===== config.mk =====
export PLATFORM = sky130hd
export DESIGN_NAME = cia_bus_sched
export DESIGN_NICKNAME = d
export VERILOG_FILES = /design/src/rtl/cia_bus_sched.sv
export SDC_FILE = /design/constraint.sdc
export NUM_CORES = 1
export LEC_CHECK = 0
export CORE_AREA = 4 4 61 119
export DETAILED_ROUTE_END_ITERATION = 12
export DIE_AREA = 0 0 65 123
export PLACE_DENSITY = 0.85
export SLEW_MARGIN = 10
export SYNTH_ARGS = -nofsm -noshare
export SYNTH_HDL_FRONTEND = slang
export SYNTH_SLANG_ARGS = --single-unit
export TNS_END_PERCENT = 50

===== constraint.sdc =====
create_clock -name clk -period 2.1 [get_ports clk]
set_clock_uncertainty 0.2 [all_clocks]
set_input_delay 0.42 -clock clk [delete_from_list [all_inputs] [get_ports clk]]
set_output_delay 0.42 -clock clk [all_outputs]
set_load 0.005 [all_outputs]

===== src/rtl/cia_bus_sched.sv =====
// Shares one mos6526 register port between the 6510 (strict priority) and a host/debug port.
// Bus cycles align to the phi2_p/phi2_n strobes; host reads with side effects can be refused.
module cia_bus_sched #(
    parameter int TIMEOUT_CYC = 255,
    parameter int CNT_W       = 8
) (
    input  logic       clk,
    input  logic       res_n,
    input  logic       phi2_p,
    input  logic       phi2_n,
    input  logic       cpu_cs_n,
    input  logic       cpu_rw,
    input  logic [3:0] cpu_rs,
    input  logic [7:0] cpu_db,
    input  logic       host_req,
    input  logic       host_rw,
    input  logic [3:0] host_rs,
    input  logic [7:0] host_wdata,
    input  logic       host_safe,
    output logic       host_ack,
    output logic       host_err,
    output logic [7:0] host_rdata,
    output logic       host_busy,
    output logic       cia_cs_n,
    output logic       cia_rw,
    output logic [3:0] cia_rs,
    output logic [7:0] cia_db_in,
    input  logic [7:0] cia_db_out,
    output logic       owner
);
    typedef enum logic [2:0] {
        S_IDLE, S_WAIT, S_DRIVE_H, S_DRIVE_C, S_CAPT, S_ERR
    } state_t;

    localparam logic [CNT_W-1:0] TO_VAL = CNT_W'(TIMEOUT_CYC);

    state_t           state;
    logic             h_rw;
    logic [3:0]       h_rs;
    logic [7:0]       h_wdata;
    logic             h_safe;
    logic [CNT_W-1:0] wait_cnt;

    // TOD unlatch, TOD latch and ICR clear are the reads that change CIA state
    function automatic logic side_effect(input logic rw, input logic safe, input logic [3:0] rs);
        return rw && safe && (rs == 4'h8 || rs == 4'hB || rs == 4'hD);
    endfunction

    logic p_edge, cpu_win, accept, pending, pend_refused, to_hit;

    // a coincident phi2_n wins; phi2_p is dropped in that case
    assign p_edge       = phi2_p & ~phi2_n;
    assign cpu_win      = p_edge & ~cpu_cs_n;
    assign accept       = host_req & ~host_busy & ~host_ack & (state == S_IDLE || state == S_DRIVE_C);
    assign pending      = host_busy | accept;
    assign pend_refused = accept ? side_effect(host_rw, host_safe, host_rs)
                                 : side_effect(h_rw, h_safe, h_rs);
    assign to_hit       = ~accept & (wait_cnt >= TO_VAL);

    always_ff @(posedge clk or negedge res_n) begin
        if (!res_n) begin
            state      <= S_IDLE;
            h_rw       <= 1'b1;
            h_rs       <= '0;
            h_wdata    <= '0;
            h_safe     <= 1'b0;
            wait_cnt   <= '0;
            host_ack   <= 1'b0;
            host_err   <= 1'b0;
            host_rdata <= '0;
            host_busy  <= 1'b0;
            cia_cs_n   <= 1'b1;
            cia_rw     <= 1'b1;
            cia_rs     <= '0;
            cia_db_in  <= '0;
            owner      <= 1'b0;
        end else begin
            host_ack <= 1'b0;
            host_err <= 1'b0;
            if (accept) begin
                h_rw      <= host_rw;
                h_rs      <= host_rs;
                h_wdata   <= host_wdata;
                h_safe    <= host_safe;
                host_busy <= 1'b1;
                wait_cnt  <= '0;
            end
            case (state)
                S_IDLE, S_WAIT, S_ERR: begin
                    if (state == S_ERR) begin
                        host_ack  <= 1'b1;
                        host_err  <= 1'b1;
                        host_busy <= 1'b0;
                        wait_cnt  <= '0;
                    end
                    if (cpu_win) begin
                        cia_cs_n  <= 1'b0;
                        cia_rw    <= cpu_rw;
                        cia_rs    <= cpu_rs;
                        cia_db_in <= cpu_db;
                        owner     <= 1'b0;
                        state     <= S_DRIVE_C;
                        if (state == S_WAIT) wait_cnt <= wait_cnt + 1'b1;
                    end else if (state == S_ERR) begin
                        state <= S_IDLE;
                    end else if (state == S_IDLE) begin
                        if (accept)
                            state <= side_effect(host_rw, host_safe, host_rs) ? S_ERR : S_WAIT;
                    end else if (wait_cnt >= TO_VAL) begin
                        state    <= S_ERR;
                        wait_cnt <= '0;
                    end else if (p_edge) begin
                        cia_cs_n  <= 1'b0;
                        cia_rw    <= h_rw;
                        cia_rs    <= h_rs;
                        cia_db_in <= h_wdata;
                        owner     <= 1'b1;
                        state     <= S_DRIVE_H;
                    end
                end
                S_DRIVE_C: begin
                    if (phi2_n) begin
                        cia_cs_n <= 1'b1;
                        cia_rw   <= 1'b1;
                        if (!pending) begin
                            state <= S_IDLE;
                        end else if (pend_refused || to_hit) begin
                            state    <= S_ERR;
                            wait_cnt <= '0;
                        end else begin
                            state <= S_WAIT;
                        end
                    end else begin
                        // late CPU write data is picked up right up to phi2_n
                        cia_cs_n  <= 1'b0;
                        cia_rw    <= cpu_rw;
                        cia_rs    <= cpu_rs;
                        cia_db_in <= cpu_db;
                    end
                end
                S_DRIVE_H: begin
                    if (phi2_n) begin
                        cia_cs_n <= 1'b1;
                        cia_rw   <= 1'b1;
                        state    <= S_CAPT;
                    end
                end
                S_CAPT: begin
                    if (h_rw) host_rdata <= cia_db_out;
                    host_ack  <= 1'b1;
                    host_err  <= 1'b0;
                    host_busy <= 1'b0;
                    owner     <= 1'b0;
                    state     <= S_IDLE;
                end
                default: state <= S_IDLE;
            endcase
        end
    end
endmodule


==> metrics.txt, run 1 <==
Final Hold Viols 0; part of the cycle the worst path needs 97.41%; CP Launch Type flip-flop; Non-Filler Instances 479; vias per cell 5.643; critical path class reg -> reg; outcome finished, final reports clean; R2R Path Start state[1]$_DFFE_PN0P_; Worst Slack Setup Final 0.05433 ns; Arr. time, crit path 2.03 ns; Final Net Count 434; post-place setup slack -0.4024 ns; leading post-synthesis cells by cell area dfrtp_1 43%, mux2_2 8.9%, a21oi_1 4.3%; CTS Sinks 51; clk buf depth 2; post-placement cell count 465; Post-synth EDFFs 0; Worst EP required 2.08 ns; top_reg_cell synth dfrtp_1; CTS H-tree depth 2; PD cells 1382 nW/um2; critical path's slowest cell dfrtp_1; Initial Utilization 44.28%; Pre-antenna DRT Iters 4; yosys warns 0; drt first-iter violations 126; CP Capture Type flip-flop; io pins 67; DIE WIDTH 65 um; Post-synth ARST share 100.0%; Worst VDD drop 937.7 uV; post-synthesis cell type count 57; Worst R2R Path Depth 6; first-pass GRT wire length 13,880 um; Final ANT Viol Nets 0; vias in the first global route 2,908; Vias 2,703; Max Used Layer met4; Post-Synthesis Cell Area 2794 um2; grt ovf 0; RSZ-0062 raised after global routing true; CTS root buf clkbuf_16; Final Core Density 67.30%; Worst-Skew Late Latency 0.29 ns; Die ar. 7995 um2; row count 41; sequential fraction of the synthesis area 45.81%; CTS tree done; hold path start cia_cs_n$_DFFE_PN1P_; Leakage 1.878 nW; Ant. Diodes 0; Slew HR 69.52%; GRT Util Overall 23.10%; fin crit period 2.046 ns; core footprint 6310 um2; crit-path max cell delay 0.51 ns; hold path depth 2; Die Y 123 um; Wirelength per Cell 18.54 um; FF-to-FF setup slack 0.05 ns; share of the synthesized area in the top cell type 42.99%; DR WL met2 5174 um; M1 WL 2804 um; CTS clk-pin slew, worst paths 0.07 ns; MaxCap Viol Count 0; Port-buffer cells 66; Post-Route WL 8880 um; RR Endpoint state[0]$_DFFE_PN0P_; largest net degree at the start of global routing 36; Slew @ Worst Pin 0.4571 ns; post-synthesis average cell area 10.20 um2; Area Overhead vs Synth 51.99%; crit-path cells buf_4 > nor3b_1 > buf_4 > a41o_1 > o21bai_2 > o32a_1; CTS Buf Count 5; Max FO, Critical Path 9; Net Count, Synth 316; count leader, synth dfrtp_1; DRC 0; gpl congestion 0.9734; Synth area leader dfrtp_1; Hold Crit Class reg -> reg; Hold Crit Endpoint cia_cs_n$_DFFE_PN1P_; Fmax 488.8 MHz; Slew Limit Fails 0; cell mode on critical path buf_4; initial antenna violation count 0; placed standard-cell area 3925 um2; final setup violation count 0; HPWL after detailed placement 6887 um; layout cell share with drive strength beyond 1 29.52%; Synth Instances 274; design area 4247 um2; metal3 WL 357 um; Synth top cells by count 48 x dfrtp_1, 24 x a21oi_1, 22 x mux2_2; Seq cells post-synth 51
## layout by cell type (no fill, tap or decap), types with 5 or more instances in the layout
cell type / netlist / routed
nand2_1: 9 / 9
dfrtp_1: 48 / 47
a21o_1: 5 / 5
mux2_2: 22 / 22
o21ai_0: 14 / 13
buf_4: 1 / 55
inv_1: 8 / 8
mux2i_1: 12 / 12
a21oi_1: 24 / 24
clkbuf_16: 0 / 5
nand3_1: 10 / 8
nor2_1: 21 / 20
nand2b_1: 5 / 5
clkdlybuf4s50_1: 0 / 61
## state kept, by name (all words and copies together), names as in the netlist
register / flops
cia_db_in: 8
h_wdata: 8
host_rdata: 8
wait_cnt: 8
cia_rs: 4
h_rs: 4
state: 3
cia_cs_n: 1
cia_rw: 1
h_rw: 1
h_safe: 1
host_ack: 1
host_busy: 1
host_err: 1
owner: 1
## layout make-up
cell class	instances	area, um2
Clock buffer	6	128.9
Clock inverter	2	16.27
Fill cell	480	2063
Inverter	9	33.78
Multi-Input combinational cell	196	1476
Sequential cell	51	1281
Tap cell	86	107.6
Timing Repair Buffer	129	1202
## metal layers
layer	track usage [%]	vias to the layer above
met5	0	-
met3	4.364	39
met1	19.43	1314
met2	46.44	97
met4	14.83	0
li1	-	1253
## worst max-delay path, delay by kind of cell (launching register included)
kind / cells / cell delay, ns
AOI/OAI and AO/OA: 3 / 0.73
buffers and inverters: 2 / 0.36
and+or+nand+nor: 1 / 0.13
DFF: 1 / 0.51
## per-stage QoR
| stage | setup TNS [ns] | power [W] | hold slack [ns] |
|---|---|---|---|
| 2_1_floorplan | 0 | 0.003218 | -0.07559 |
| 3_3_place_gp | -11.13 | 0.004649 | 0.1847 |
| 3_5_place_dp | -12.53 | 0.004760 | 0.1941 |
| 4_1_cts | -0.007473 | 0.005792 | 0.2823 |
| 5_1_grt | -0.01040 | 0.006202 | 0.2948 |
| 6_report | 0 | 0.005869 | 0.2810 |
## report_power, final
part	internal [W]	switching [W]
Combinational	0.00184	0.00145
Clock	0.000447	0.000372
Sequential	0.00145	0.000310
## cell families (layout without fill, tap and decap cells)
kind of cell / after synthesis / in the layout / synth area share (%)
AOI/OAI and AO/OA: 80 / 80 / 19.66
xor gates and xnor gates: 2 / 2 / 0.6271
adders and majority gates: 1 / 1 / 0.4478
buffers and inverters: 27 / 146 / 4.702
DFF: 51 / 51 / 45.81
muxes: 34 / 34 / 13.17
and+or+nand+nor: 79 / 79 / 15.58
## worst max-delay path by stage
stage                           from               endpoint  cells after the start
4_1_cts                     cpu_cs_n  cia_rs[3]$_DFFE_PN0P_                      7
5_1_grt        wait_cnt[1]$_DFF_PN0_   state[1]$_DFFE_PN0P_                      7
3_5_place_dp                  phi2_p  wait_cnt[7]$_DFF_PN0_                      7
3_3_place_gp                host_req   state[0]$_DFFE_PN0P_                      5
6_report        state[1]$_DFFE_PN0P_   state[0]$_DFFE_PN0P_                      6
2_1_floorplan                 phi2_n  wait_cnt[6]$_DFF_PN0_                      6
## what timing repair did
action                     4_1_cts  5_1_grt
buffers inserted                 2        2
resized for setup               11       21
hold buffers                     1        0
pin swaps                        2        6
hold endpoints to repair        16        0
cloned                           1        0
setup endpoints to repair       21       26
Note: power is estimated with default switching activity, not from simulation.
==> run 2, diff against run 1 <==
Settings changed: RECOVER_POWER from default to 50.
==> metrics.txt, run 2 (synthesis gave the netlist of run 1 again) <==
io pins 67; fill cell count 483; Die ar. 7995 um2; Slew @ Worst Pin 1.110 ns; Leakage 1.875 nW; area occupied by registers 1281 um2; Worst R2R Path Depth 7; Multi-input gate area 1476 um2; Post-Route WL 8889 um; clk buf depth 2; worst setup path endpoint state[0]$_DFFE_PN0P_; total power 0.005860 W; HPWL after detailed placement 6887 um; CP Capture Type flip-flop; CTS Sinks 51; R2R Path Start wait_cnt[1]$_DFF_PN0_; grt ovf 0; CTS H-tree depth 2; FF-to-FF setup slack 0.04 ns; Worst EP required 2.14 ns; Non-Filler Instances 479; Initial Utilization 44.28%; drt first-iter violations 123; first-pass GRT wire length 13,880 um; Final Hold Viols 0; DIE WIDTH 65 um; Area Overhead vs Synth 51.81%; Final Net Count 434; cell mode on critical path nor2_1; post-placement cell count 465; commonest cells after routing, fill and taps aside 60 x clkdlybuf4s50_1, 54 x buf_4, 47 x dfrtp_1; row count 41; Arr. time, crit path 2.10 ns; Ant. Diodes 0; layout cell share with drive strength beyond 1 29.01%; Worst VDD drop 938.5 uV; RR Endpoint state[0]$_DFFE_PN0P_; GRT Util Overall 23.10%; leading cell type in the layout, fill and taps excluded clkdlybuf4s50_1; Final ANT Viol Nets 0; critical path class reg -> reg; Fmax 485.5 MHz; initial antenna violation count 0; CTS tree done; PD cells 1382 nW/um2; core footprint 6310 um2; critical path's slowest cell a311oi_1; Crit path depth 7; CTS Buf Count 5; vias per cell 5.643; Hold WS 0.2816 ns; final setup violation count 0; largest net degree at the start of global routing 36; RSZ-0062 raised after global routing true; crit-path max cell delay 0.36 ns; Slew HR 26.03%; CP Launch Type flip-flop; delay-heaviest family, CP compound AO/OA/AOI/OAI gates; DRC 0; CP Buf/Inv Count 1; crit-path cells ha_2 > nand3_2 > buf_4 > nor2_1 > nor2_1 > a311oi_1 > o32a_1; Fin Setup TNS 0 ns; Hold Crit Class reg -> reg; Die Y 123 um; Max FO, Critical Path 3; Wirelength per Cell 18.56 um; CTS root buf clkbuf_16; fin crit period 2.060 ns; gpl congestion 0.9734; Worst-Skew Late Latency 0.29 ns; CTS clk-pin slew, worst paths 0.07 ns; Setup crit start wait_cnt[1]$_DFF_PN0_; Vias 2,703; MaxCap Viol Count 0; Port-buffer cells 66; vias in the first global route 2,908; Slew Limit Fails 0; outcome finished, final reports clean; part of the cycle the worst path needs 98.08%; Pre-antenna DRT Iters 4
-- run 2: cell count changes in the layout (fill, tap and decap cells not counted), sizes merged --
cell,before,now
buf,63,61
clkbuf,6,8
clkdlybuf4s50,61,60
dlygate4sd3,1,2
-- run 2: worst reg2reg max path, delay by kind of cell, from the launching register on --
family / cells / cell delay [ns]
and+or+nand+nor: 3 / 0.51
AOI/OAI and AO/OA: 2 / 0.57
adders and majority gates: 1 / 0.20
buffers and inverters: 1 / 0.17
DFF: 1 / 0.35
-- run 2: how the worst min path moves through the flow --
stage | from | end | slack, ns | depth (start not counted)
after floorplan | res_n | cia_db_in[0]$_DFFE_PN0P_ | -0.08 | 0
after global placement | res_n | host_rdata[5]$_DFFE_PN0P_ | 0.18 | 1
after detailed placement | res_n | host_rdata[3]$_DFFE_PN0P_ | 0.19 | 1
after CTS | cia_cs_n$_DFFE_PN1P_ | cia_cs_n$_DFFE_PN1P_ | 0.28 | 2
after global routing | cia_cs_n$_DFFE_PN1P_ | cia_cs_n$_DFFE_PN1P_ | 0.29 | 2
final | cia_cs_n$_DFFE_PN1P_ | cia_cs_n$_DFFE_PN1P_ | 0.28 | 2
-- run 2: per-layer routing --
metal | global-route usage (%) | vias to the layer above | share of wire, %
li1 | - | 1249 | -
met1 | 19.43 | 1318 | 32
met2 | 46.44 | 94 | 58
met3 | 4.364 | 42 | 3.8
met4 | 14.83 | 0 | 6.3
met5 | 0 | - | 0
-- run 2: power breakdown --
part           total (W)  internal, W  switching (W)
Combinational    0.00329      0.00183        0.00146
Clock           0.000821     0.000447       0.000374
Sequential       0.00175      0.00145       0.000307
Total            0.00586      0.00372        0.00214
-- run 2: through the flow --
stage / instance area (um2) / util (%) / setup slack, ns
after floorplan: 2794 / - / 0.005677
after global placement: 3925 / 62.21 / -0.3824
after detailed placement: 3925 / 62.21 / -0.4024
after CTS: 4156 / 65.87 / -0.004299
after global routing: 4242 / 67.22 / -0.009740
final: 4242 / 67.22 / 0.04033
-- run 2: area by class of cell --
class | instances | share of cell area (%)
clock buffer | 6 | 3.038
sequential | 51 | 30.21
multi-input combinational | 196 | 34.81
timing repair buffer | 129 | 28.23
inverter | 9 | 0.7965
clock inverter | 2 | 0.3835
tap | 86 | 2.537
-- run 2: what timing repair did --
action | 4_1_cts | 5_1_grt
pin swaps | 2 | 6
buffers inserted | 2 | 2
resized for setup | 11 | 21
endpoints found under the setup margin | 21 | 26
hold buffers | 1 | 0
endpoints found under the hold margin | 16 | 0
gates cloned | 1 | 0
==> run 3, diff against run 2 <==
Settings changed: CTS_CLUSTER_DIAMETER from default to 150.
==> results of run 3 <==
Same layout as run 2: the final DEF is identical, and so are final timing and power.
